<file path="src/rtl/ledblink_multi.sv">
// Multi-channel programmable LED blinker on a shared 1 ms tick.
// Define LEDBLINK_MULTI_BURST_EN to build burst mode (mode 11).
module ledblink_multi #(
  parameter int CLK_FREQ = 125000000,
  parameter int TICK_DIV = CLK_FREQ / 1000,
  parameter int N_CH     = 4,
  parameter int MS_W     = 16
) (
  input  logic                   clk_i,
  input  logic                   rst_i,
  input  logic [2*N_CH-1:0]      mode_i,
  input  logic [MS_W*N_CH-1:0]   period_ms_i,
  input  logic [MS_W*N_CH-1:0]   on_ms_i,
  input  logic [8*N_CH-1:0]      burst_i,
  output logic [N_CH-1:0]        led_o,
  output logic [N_CH-1:0]        done_o
);
  localparam int PW = (TICK_DIV > 1) ? $clog2(TICK_DIV) : 1;
  localparam int unused_clk_freq = CLK_FREQ;

  logic [PW-1:0] pre_q, pre_d;
  logic          tick;

  assign tick  = (pre_q == PW'(TICK_DIV - 1));
  assign pre_d = tick ? '0 : pre_q + PW'(1);

  always_ff @(posedge clk_i) begin
    if (rst_i) pre_q <= '0;
    else       pre_q <= pre_d;
  end

`ifndef LEDBLINK_MULTI_BURST_EN
  logic unused_burst;
  assign unused_burst = ^burst_i;
`endif

  for (genvar c = 0; c < N_CH; c++) begin : g_ch
    logic [1:0]      mode_in, mreg_q, mreg_d;
    logic [MS_W-1:0] per_in, on_in, per_fix;
    logic [MS_W-1:0] ph_q, ph_d, per_q, per_d, on_q, on_d;
    logic            led_q, led_d, chg, wrap, frz;

    assign mode_in = mode_i[2*c +: 2];
    assign per_in  = period_ms_i[MS_W*c +: MS_W];
    assign on_in   = on_ms_i[MS_W*c +: MS_W];
    assign per_fix = (per_in == '0) ? MS_W'(1) : per_in;
    assign chg     = (mode_in != mreg_q);
    assign wrap    = tick && (ph_q == per_q - MS_W'(1));

    always_comb begin
      mreg_d = mreg_q;
      ph_d   = ph_q;
      per_d  = per_q;
      on_d   = on_q;
      led_d  = (mreg_q == 2'b01) ||
               (mreg_q[1] && !frz && (ph_q < on_q));
      if (chg) begin
        mreg_d = mode_in;
        ph_d   = '0;
        per_d  = per_fix;
        on_d   = on_in;
      end else if (!mreg_q[1]) begin
        ph_d = '0;
      end else if (!frz && wrap) begin
        // period boundary: the only point new timing is adopted
        ph_d  = '0;
        per_d = per_fix;
        on_d  = on_in;
      end else if (!frz && tick) begin
        ph_d = ph_q + MS_W'(1);
      end
    end

    always_ff @(posedge clk_i) begin
      if (rst_i) begin
        mreg_q <= 2'b00;
        ph_q   <= '0;
        per_q  <= MS_W'(1);
        on_q   <= '0;
        led_q  <= 1'b0;
      end else begin
        mreg_q <= mreg_d;
        ph_q   <= ph_d;
        per_q  <= per_d;
        on_q   <= on_d;
        led_q  <= led_d;
      end
    end

    assign led_o[c] = led_q;

`ifdef LEDBLINK_MULTI_BURST_EN
    logic [7:0] bc_q, bc_d;
    logic       idle_q, idle_d, done_q, done_d;

    // zero remaining flashes darkens the LED even before idle is set
    assign frz = (mreg_q == 2'b11) && (idle_q || bc_q == 8'd0);

    always_comb begin
      bc_d   = bc_q;
      idle_d = idle_q;
      done_d = 1'b0;
      if (chg) begin
        bc_d   = burst_i[8*c +: 8];
        idle_d = 1'b0;
      end else if (mreg_q == 2'b11 && !idle_q) begin
        if (bc_q == 8'd0) begin
          idle_d = 1'b1;
          done_d = 1'b1;
        end else if (wrap) begin
          bc_d = bc_q - 8'd1;
          if (bc_q == 8'd1) begin
            idle_d = 1'b1;
            done_d = 1'b1;
          end
        end
      end
    end

    always_ff @(posedge clk_i) begin
      if (rst_i) begin
        bc_q   <= 8'd0;
        idle_q <= 1'b0;
        done_q <= 1'b0;
      end else begin
        bc_q   <= bc_d;
        idle_q <= idle_d;
        done_q <= done_d;
      end
    end

    assign done_o[c] = done_q;
`else
    assign frz       = 1'b0;
    assign done_o[c] = 1'b0;
`endif
  end
endmodule

</file>
<file path="config.mk">
export PLATFORM = sky130hd
export DESIGN_NAME = ledblink_multi
export DESIGN_NICKNAME = d
export VERILOG_FILES = /design/src/rtl/ledblink_multi.sv
export SDC_FILE = /design/constraint.sdc
export NUM_CORES = 1
export LEC_CHECK = 0
export CAP_MARGIN = 25
export CELL_PAD_IN_SITES_DETAIL_PLACEMENT = 0
export CELL_PAD_IN_SITES_GLOBAL_PLACEMENT = 2
export CORE_ASPECT_RATIO = 0.5
export CORE_MARGIN = 8
export CORE_UTILIZATION = 37
export CTS_CLUSTER_SIZE = 24
export DETAILED_ROUTE_END_ITERATION = 16
export GPL_ROUTABILITY_DRIVEN = 0
export GPL_TIMING_DRIVEN = 0
export PLACE_DENSITY_LB_ADDON = 0.1
export SETUP_SLACK_MARGIN = 0.4
export SYNTH_ARGS = -nofsm -noshare
export SYNTH_HDL_FRONTEND = slang
export SYNTH_SLANG_ARGS = --single-unit
</file>
<file path="constraint.sdc">
create_clock -name clk_i -period 9.4 [get_ports clk_i]
set_clock_uncertainty 0.2 [all_clocks]
set_input_delay 2.82 -clock clk_i [delete_from_list [all_inputs] [get_ports clk_i]]
set_output_delay 2.82 -clock clk_i [all_outputs]
set_load 0.005 [all_outputs]
</file>
==> flow_summary.ini <==
[cells_and_area]
diodes = 0
nFillCells = 4161
syn_to_final_growth_pct = 19.7
final_nets = 2263
drive_above_1_share = 0.0656
final_core_util = 0.448
stdcell_area_um2 = 18000

[clock_network]
holdBufCountCts = 0
cts_setup_buffers = 0
path_clk_slew_ps = 70
cts_root_buf = clkbuf_16
clock-sinks = 221
clock_latency_ps = 540
clockBufferDepth = 3
cts_buffers = 24
cts_tree = built
cts_resized = 0
clock_tree.htree_level_count = 1

[pwr]
vdd_drop_max_mv = 0.109
power_density_nw_per_um2 = 149
leakagePower_nw = 6.80

[worst_setup_path]
cp_cell_sequence = clkdlybuf4s50_1 -> xnor2_1 -> clkbuf_1 -> buf_1 -> clkbuf_1 -> nor2_1 -> a2111oi_0
cp_common_cell = clkbuf_1
critical_path_class = input pin to flip-flop
critPathArrivalTime_ps = 5510
cp_max_fo = 10
crit_path_end_kind = flip-flop
slowest_stage = buf_1
startpoint_type = input pin
crit_family = buffers and inverters
cp_num_buf_inv = 4
slowest_delay_ps = 570
crit_required_ps = 9610

[sta]
relSlewSlack = 0.321
maxSlewViolCount = 0
final.period_utilization = 0.563
max_freq_mhz = 189
hold_viol = 0
finalSetupViolations = 0
timing.setup.tns_ps = 0
rsz0062_at_grt = no
timing.final.crit_period_ps = 5290
worstMarginPinSlew_ps = 1020

[synth]
synth_area_per_cell_um2 = 8.11
synth_top_area_cell = dfxtp_1
netlist-cell-type-count = 71
synth-seq-cells = 221
synth_cells = 1858
synth_area_leaders = dfxtp_1, ha_1, nor2_1
ys_async_sr_fraction = 0
synth_area_um2 = 15100
yosysWarnings = 0
ys_seq_area_frac = 0.293
synth_top_area_frac = 0.293
synth_top_flop_cell = dfxtp_1
synth_edf_count = 0

[placement]
numPortBuffers = 137
place_area_um2 = 17100
hpwlAfterDp_um = 35600

[die]
die_area_um2 = 47900
core_area_um2 = 40300
die_w_um = 301
die_h_um = 159
initial_core_util = 0.374
num_io_pins = 178
fp-row-count = 52

[drt]
vias = 13700
wl_per_cell_um = 18.2
drtPass1Iterations = 5
wirelength_um = 47000
drt-initial-drc-count = 731
via_per_inst = 5.31
ant_nets = 0
drc_errors = 0

[global_routing]
grt_pass1_wl_um = 76100
grt.total_usage = 0.191
antenna_found_initial = 0
gr-total-overflow = 0
grt_max_degree = 14
grt_pass1_vias = 13500

[job]
cap_violations = 0

[outcome]
status = complete, no violations

[min_path]
holdCritPathClass = flip-flop to flip-flop
==> metrics by stage <==
step                setup WS (ps)  cells  power (mW)  hold WS, ps
floorplan                    4840   1861        1.41          218
global placement             3510   2538        1.60          227
detailed placement           3470   2538        1.60          239
CTS                          4030   2582        2.72          251
global route                 3810   2582        2.83          276
finish                       4110   2582        2.69          249
==> final timing paths <==
| kind | startpoint | endpoint | slack, ps | cells after the start |
|---|---|---|---|---|
| setup / recovery | mode_i[2] | g_ch[1].on_q[0] | 4110 | 7 |
| hold / removal | pre_q[0] | pre_q[0] | 250 | 1 |
| setup reg to reg | pre_q[12] | g_ch[1].on_q[13] | 4940 | 10 |
| hold reg to reg | pre_q[0] | pre_q[0] | 250 | 1 |
==> cell type report <==
type | instances | area (um^2) | area share
Timing Repair Buffer | 137 | 1370 | 0.0760
Inverter | 107 | 402 | 0.0223
Clock inverter | 11 | 205 | 0.0114
Clock buffer | 33 | 706 | 0.0391
Sequential cell | 221 | 4420 | 0.245
Tap cell | 540 | 676 | 0.0374
Buffer | 137 | 596 | 0.0330
Multi-Input combinational cell | 1396 | 9670 | 0.536
==> flip-flops by register name, summed over array words and instances (netlist names) <==
register and cells:
g_ch.led_q 4, g_ch.mreg_q 8, g_ch.on_q 64, g_ch.per_q 64
g_ch.ph_q 64, pre_q 17
==> cell usage after synthesis, drive strengths merged (4+ instances only) <==
library cell and n:
nor2 230, dfxtp 221, nand2b 115, nor3 108, clkbuf 107, inv 106
xor2 87, mux2i 75, nand2 75, ha 69, a2111oi 64, xnor2 63
a21oi 59, nand3 41, mux2 36, a311oi 34, o31ai 34, o221ai 31
buf 30, nor4 30, o21ai 30, nand4 28, and3 26, nor2b 21
a21o 14, or4 12, nand3b 9, nor3b 8, o21a 8, a211oi 7
or2 7, a31oi 6, or3 6, a211o 5, and4 5, o2111ai 5
a41o 4
==> where the power goes <==
part,total [mW],leakage [nW],switching [mW],internal [mW]
clock network,1.12,0.452,0.429,0.689
registers,1.05,1.82,0.0528,0.993
logic,0.530,4.53,0.286,0.243
total,2.69,6.80,0.769,1.93
==> placed cells by master (no fill, tap or decap), types with 7 or more instances in the layout <==
cell	count
xor2_1	87
o21a_1	8
and3_1	26
mux2i_1	75
o221ai_1	31
o31ai_1	33
buf_2	8
nand4_1	28
nor4_1	27
or2_2	7
o21ai_0	30
nor2b_1	21
a2111oi_0	41
mux2_2	36
a311oi_1	34
nor3b_1	7
a21oi_1	59
a21o_1	14
nor2_1	230
nor3_1	106
nand2b_1	115
nand3b_1	9
clkdlybuf4s50_1	137
dfxtp_1	221
nand2_1	75
xnor2_1	63
ha_1	69
nand3_1	41
or4_1	12
clkbuf_16	25
clkbuf_1	110
a2111oi_2	12
buf_4	13
inv_1	106
a2111oi_1	11
==> worst register-to-register path, stage by stage, from the launching register on <==
cell and delay (ps):
dfxtp_1 330, or4b_2 680, nor4_2 540, clkbuf_1 640, nand4_1 260, nor4_1 480, nor2b_1 80, clkbuf_1 240
buf_4 270, mux2i_1 130, a2111oi_0 470
==> kinds of logic after synthesis <==
| logic type | count (synthesis) | synth area share |
|---|---|---|
| simple gates | 736 | 0.250 |
| mux | 111 | 0.0767 |
| flops | 221 | 0.293 |
| xor+xnor | 150 | 0.0871 |
| fa+ha+maj | 69 | 0.0573 |
| buf+inv | 244 | 0.0661 |
| other cells | 1 | 0.000249 |
| compound gates | 326 | 0.169 |
==> metal layers <==
layer | up-vias | GRT usage | wire, um
met5 | - | 0 | 0
met4 | 0 | 0.0272 | 563
met3 | 35 | 0.0236 | 1350
met2 | 170 | 0.316 | 21700
met1 | 6517 | 0.269 | 23400
li1 | 6998 | - | -
Power figures use the tool's default switching activity.
